===== config.mk =====
export PLATFORM = sky130hd
export DESIGN_NAME = mc_control
export DESIGN_NICKNAME = d
export VERILOG_FILES = /design/src/rtl/mc_control.sv
export SDC_FILE = /design/constraint.sdc
export NUM_CORES = 1
export LEC_CHECK = 0
export BUFFER_PORTS_ARGS = -buffer_cell sky130_fd_sc_hd__buf_2
export CORE_MARGIN = 5
export CORE_UTILIZATION = 50
export CTS_BUF_LIST = sky130_fd_sc_hd__clkbuf_2 sky130_fd_sc_hd__clkbuf_4 sky130_fd_sc_hd__clkbuf_8
export DETAILED_ROUTE_END_ITERATION = 8
export PLACE_DENSITY = 0.83
export SETUP_SLACK_MARGIN = 0.5
export SKIP_LAST_GASP = 1
export SLEW_MARGIN = 15
export SYNTH_ARGS = -nofsm -noshare
export SYNTH_HDL_FRONTEND = slang
export SYNTH_SLANG_ARGS = --single-unit

===== constraint.sdc =====
create_clock -name clk -period 3.4 [get_ports clk]
set_input_delay 0.34 -clock clk [delete_from_list [all_inputs] [get_ports clk]]
set_output_delay 0.34 -clock clk [all_outputs]
set_load 0.01 [all_outputs]

===== src/rtl/mc_control.sv =====
// mc_control: multi-cycle sequencer for the MIPS-subset CPU. It owns the shared ALU
// selector and steps each instruction through fetch/decode/execute/memory/writeback.
module mc_control #(
  parameter int MEM_WAIT_MAX = 15
) (
  input  logic        clk,
  input  logic        rst,
  input  logic [31:0] instr,
  input  logic        alu_zero,
  input  logic        alu_overflow,
  input  logic        mem_ready,
  output logic [5:0]  alu_opcode,
  output logic        alu_sig,
  output logic        alu_src_a,
  output logic [1:0]  alu_src_b,
  output logic        mem_req,
  output logic        mem_we,
  output logic        addr_sel,
  output logic        ir_we,
  output logic        pc_we,
  output logic [1:0]  pc_src,
  output logic        rf_we,
  output logic [1:0]  reg_dst,
  output logic [1:0]  wb_sel,
  output logic        exc,
  output logic        halted,
  output logic [3:0]  state
);
  localparam int CW = $clog2(MEM_WAIT_MAX + 1);

  typedef enum logic [3:0] {
    S_FETCH   = 4'd0,
    S_DECODE  = 4'd1,
    S_EXEC_R  = 4'd2,
    S_EXEC_I  = 4'd3,
    S_ADDR    = 4'd4,
    S_MEM_RD  = 4'd5,
    S_MEM_WR  = 4'd6,
    S_LOAD_WB = 4'd7,
    S_WB      = 4'd8,
    S_BRANCH  = 4'd9,
    S_JUMP    = 4'd10,
    S_HALT    = 4'd15
  } state_t;

  state_t        state_r;
  logic          ovf_r;
  logic [CW-1:0] wait_cnt_r;
  logic [5:0]    op_s;
  logic [5:0]    fn_s;
  logic          mem_wait_s;
  logic          timeout_s;

  assign op_s       = instr[31:26];
  assign fn_s       = instr[5:0];
  assign state      = state_r;
  assign mem_wait_s = ((state_r == S_FETCH) || (state_r == S_MEM_RD) || (state_r == S_MEM_WR))
                      && !mem_ready;
  assign timeout_s  = mem_wait_s && (wait_cnt_r == CW'(MEM_WAIT_MAX - 1));

  function automatic logic r_funct_ok(input logic [5:0] f);
    case (f)
      6'h00, 6'h02, 6'h03, 6'h04, 6'h06,
      6'h20, 6'h21, 6'h22, 6'h23, 6'h24, 6'h25, 6'h26,
      6'h2A, 6'h2B: r_funct_ok = 1'b1;
      default:      r_funct_ok = 1'b0;
    endcase
  endfunction

  function automatic state_t decode_next(input logic [5:0] op, input logic [5:0] fn);
    state_t nxt;
    case (op)
      6'h00: begin
        if ((fn == 6'h08) || (fn == 6'h09)) nxt = S_JUMP;
        else if (r_funct_ok(fn))            nxt = S_EXEC_R;
        else                                nxt = S_HALT;
      end
      6'h02, 6'h03:                      nxt = S_JUMP;
      6'h04, 6'h05:                      nxt = S_BRANCH;
      6'h08, 6'h09, 6'h0A, 6'h0B,
      6'h0C, 6'h0D, 6'h0E, 6'h0F:        nxt = S_EXEC_I;
      6'h23, 6'h2B:                      nxt = S_ADDR;
      default:                           nxt = S_HALT;
    endcase
    return nxt;
  endfunction

  // Sequencer state, overflow latch (sampled only in execute) and memory wait counter.
  always_ff @(posedge clk or posedge rst) begin
    if (rst) begin
      state_r    <= S_FETCH;
      ovf_r      <= 1'b0;
      wait_cnt_r <= '0;
    end else begin
      if (mem_wait_s && !timeout_s) wait_cnt_r <= wait_cnt_r + 1'b1;
      else                          wait_cnt_r <= '0;
      if ((state_r == S_EXEC_R) || (state_r == S_EXEC_I)) ovf_r <= alu_overflow;
      else                                                 ovf_r <= 1'b0;
      case (state_r)
        S_FETCH: begin
          if (mem_ready)      state_r <= S_DECODE;
          else if (timeout_s) state_r <= S_HALT;
          else                state_r <= S_FETCH;
        end
        S_DECODE:  state_r <= decode_next(op_s, fn_s);
        S_EXEC_R:  state_r <= S_WB;
        S_EXEC_I:  state_r <= S_WB;
        S_ADDR:    state_r <= (op_s == 6'h23) ? S_MEM_RD : S_MEM_WR;
        S_MEM_RD: begin
          if (mem_ready)      state_r <= S_LOAD_WB;
          else if (timeout_s) state_r <= S_HALT;
          else                state_r <= S_MEM_RD;
        end
        S_MEM_WR: begin
          if (mem_ready)      state_r <= S_FETCH;
          else if (timeout_s) state_r <= S_HALT;
          else                state_r <= S_MEM_WR;
        end
        S_LOAD_WB: state_r <= S_FETCH;
        S_WB:      state_r <= S_FETCH;
        S_BRANCH:  state_r <= S_FETCH;
        S_JUMP:    state_r <= S_FETCH;
        S_HALT:    state_r <= S_HALT;
        default:   state_r <= S_HALT;
      endcase
    end
  end

  // Moore decode of the datapath controls; rst forces every enable low immediately.
  always_comb begin
    alu_opcode = 6'h00;
    alu_sig    = 1'b0;
    alu_src_a  = 1'b0;
    alu_src_b  = 2'd0;
    mem_req    = 1'b0;
    mem_we     = 1'b0;
    addr_sel   = 1'b0;
    ir_we      = 1'b0;
    pc_we      = 1'b0;
    pc_src     = 2'd0;
    rf_we      = 1'b0;
    reg_dst    = 2'd0;
    wb_sel     = 2'd0;
    exc        = 1'b0;
    halted     = 1'b0;
    case (state_r)
      S_FETCH: begin
        mem_req    = 1'b1;
        alu_sig    = 1'b1;
        alu_opcode = 6'h21;
        alu_src_b  = 2'd1;
        ir_we      = mem_ready;
        pc_we      = mem_ready;
      end
      S_DECODE: begin
        alu_sig    = 1'b1;
        alu_opcode = 6'h21;
        alu_src_b  = 2'd3;
      end
      S_EXEC_R: begin
        alu_sig    = 1'b1;
        alu_opcode = fn_s;
        alu_src_a  = 1'b1;
      end
      S_EXEC_I, S_ADDR: begin
        alu_opcode = op_s;
        alu_src_a  = 1'b1;
        alu_src_b  = 2'd2;
      end
      S_MEM_RD: begin
        mem_req  = 1'b1;
        addr_sel = 1'b1;
      end
      S_MEM_WR: begin
        mem_req  = 1'b1;
        mem_we   = 1'b1;
        addr_sel = 1'b1;
      end
      S_LOAD_WB: begin
        rf_we  = 1'b1;
        wb_sel = 2'd1;
      end
      S_WB: begin
        reg_dst = (op_s == 6'h00) ? 2'd1 : 2'd0;
        rf_we   = !ovf_r;
        exc     = ovf_r;
      end
      S_BRANCH: begin
        alu_sig    = 1'b1;
        alu_opcode = 6'h23;
        alu_src_a  = 1'b1;
        pc_src     = 2'd1;
        if (op_s == 6'h04)      pc_we = alu_zero;
        else if (op_s == 6'h05) pc_we = !alu_zero;
        else                    pc_we = 1'b0;
      end
      S_JUMP: begin
        pc_we = 1'b1;
        case (op_s)
          6'h02: pc_src = 2'd2;
          6'h03: begin
            pc_src  = 2'd2;
            rf_we   = 1'b1;
            reg_dst = 2'd2;
            wb_sel  = 2'd2;
          end
          default: begin
            pc_src = 2'd3;
            if (fn_s == 6'h09) begin
              rf_we   = 1'b1;
              reg_dst = 2'd1;
              wb_sel  = 2'd2;
            end else begin
              rf_we   = 1'b0;
            end
          end
        endcase
      end
      S_HALT:  halted = 1'b1;
      default: halted = 1'b0;
    endcase
    if (rst) begin
      pc_we   = 1'b0;
      ir_we   = 1'b0;
      rf_we   = 1'b0;
      mem_req = 1'b0;
      mem_we  = 1'b0;
      exc     = 1'b0;
      halted  = 1'b0;
    end else begin
      halted  = halted;
    end
  end

endmodule


==> metrics <==
final instance area=1430 um^2; die width=60.1 um; largest net degree at the start of global routing=28; gp weighted congestion=between 0.9 and 1; crit path kind=register to primary output; most frequent cell after synthesis=nor2_1; ANT cells=0; Boundary Pins=65; grt ovf=0; Finished Layout Cells=235; first-pass GRT wire length=5460 um; Post-synth ARST share=100%; die height=60.1 um; crit start category=register; hold_buf cts=0; Pins Over Slew Limit=0; core area=roughly 2400 um^2; Cell Area, Synth=1250 um^2; number of global-route vias before repair=1195; clock latency on the worst-skew pair=260 ps; achievable frequency=a little under 0.4 GHz; Synth Flop Type=dfrtp_1; Post-synth EDFFs=0; CTS tree=yes; top cells by area, synth=dfrtp_1 (18%), nor2_1 (8.4%), mux2i_1 (8.0%); syn nets=209; WL final=3360 um; cell count after synthesis=170; drt pass-1 iters=4; Yosys warning count=0; Iter 0 DRT Violations=72; register area share after synthesis=~18%; DRT met1 WL=1480 um; R2R Setup Slk=1410 ps; top sig layer=met4; via count=1408; Yosys cell types=46; Vias/cell=5.99; WL met2=1540 um; initial antenna violation count=0; syn avg cell area=approximately 7.4 um^2; DRC=0; Rows=18; final core occ=58.6%; hold crit path type=primary input to async pin; area leader, netlist=dfrtp_1; setup TNS=0 ps; top cells by count, synth=nor2_1 (28), nand2_1 (13), mux2i_1 (10); final hold viol count=0; PortBufs=44; htree depth=1; fraction of layout cells with a size suffix above 1=about a quarter; WP data arrival=2170 ps; Design Power=approximately 0.0010 W; status=finished clean; Post-CTS Repair Setup Buffers=0; Slew @ Worst Pin=754 ps; maximum VDD drop=0.437 mV; dpl cells=231; CTS buffer count=3; Tcrit/Tclk final=about 74%; layout net count=245; share of the synthesized area in the top cell type=17.9%; Layout Skew=0.548 ps; Root Driver=clkbuf_4; final setup fails=0; pwr/cell area=714 nW/um^2; cts repair resizes=0; Clock Path Buffers=2; RSZ-0062 raised after global routing=false; post-DP HPWL=2620 um; slew margin rel.=49.7%; Worst Path Max Fanout=24; required time worst endpoint=about 3000 ps; all-layer global routing usage=approximately a fifth; Clk pin slew, worst setup/hold paths=60 ps; Crit. End Element=primary output; Die Footprint=3610 um^2; final critical-path required period=2510 ps; clk sinks=9; wire length on met3=311 um; area grow syn2layout=13.6%; max-cap viol count=0; ANT nets after route=0; Starting Density=51.6%; post-synthesis register bit count=9; filler instances=253; cell area after placement=about 1400 um^2; WL per Instance=14.3 um; Leak Pwr=0.676 nW
## critical path, stage by stage (launching register included)
cell	delay, ps
dfrtp_1	630
nor2b_1	530
nor4b_1	380
a31oi_1	150
nor2_1	90
buf_2	130
## power by group
part / switching (W) / total (W) / internal [W]
combinational: 0.000377 / 0.000670 / 0.000293
clock: 0.0000355 / 0.0000885 / 0.0000531
sequential: 0.000122 / 0.000260 / 0.000137
## cell families (layout without fill, tap and decap cells)
family	after synthesis	count (layout)	share of synthesized area, %
fa+ha+maj	2	2	1.99
simple gates	85	85	35.8
xor+xnor	4	4	2.79
buf+inv	20	55	11.8
compound gates	40	40	21.7
flops	9	9	17.9
mux	10	10	7.98
## final timing paths
path | start | endpoint | cells past startpoint
max | state[1]$_DFF_PP0_ | pc_we | 5
min | rst | ovf_r$_DFF_PP0_ | 2
max reg2reg | state[1]$_DFF_PP0_ | wait_cnt_r[3]$_DFF_PP0_ | 5
min reg2reg | wait_cnt_r[0]$_DFF_PP0_ | wait_cnt_r[0]$_DFF_PP0_ | 1
max in group asynchronous | rst | state[1]$_DFF_PP0_ | 2
min in group clk | alu_overflow | ovf_r$_DFF_PP0_ | 2
## layout by cell type, fill, tap and decap left out, types with 3 or more instances in the layout
master / synthesis / routed
nand3_1: 4 / 4
xor2_1: 3 / 3
a21oi_1: 7 / 7
dfrtp_1: 9 / 9
nor3_1: 7 / 7
o21ai_0: 5 / 5
mux2i_1: 10 / 10
nor3b_1: 4 / 4
nor2_1: 28 / 28
inv_1: 6 / 6
nand2b_1: 4 / 4
o22ai_1: 4 / 4
a211oi_1: 3 / 3
a31oi_1: 5 / 5
nor2b_1: 6 / 6
nor4_1: 3 / 3
nand2_1: 13 / 13
and3_1: 4 / 4
clkbuf_4: 0 / 4
buf_2: 1 / 44
## flip-flops by register name (all words and copies together), names as in the netlist
name / flops
state: 4
wait_cnt_r: 4
ovf_r: 1
## routing by layer
| layer | vias to the layer above | GRT usage (%) |
|---|---|---|
| met5 | - | 0 |
| met4 | 0 | 3.48 |
| met3 | 6 | 5.62 |
| met2 | 68 | 29.9 |
| met1 | 642 | 27.9 |
| li1 | 692 | - |
## through the flow
| step | hold slack (ps) | setup WS, ps |
|---|---|---|
| after floorplan | 173 | 1600 |
| after global placement | 363 | 1190 |
| after detailed placement | 366 | 1200 |
| after CTS | 84.2 | 914 |
| after global routing | 106 | 717 |
| final | 79.8 | 885 |
## layout make-up
type | count | area [um^2] | share of cell area, %
Sequential cell | 9 | 225 | 15.8
Inverter | 6 | 22.5 | 1.58
Multi-Input combinational cell | 141 | 882 | 61.9
Timing Repair Buffer | 45 | 228 | 16.0
Tap cell | 30 | 37.5 | 2.63
Clock buffer | 4 | 30.0 | 2.11
Power figures use the tool's default switching activity.
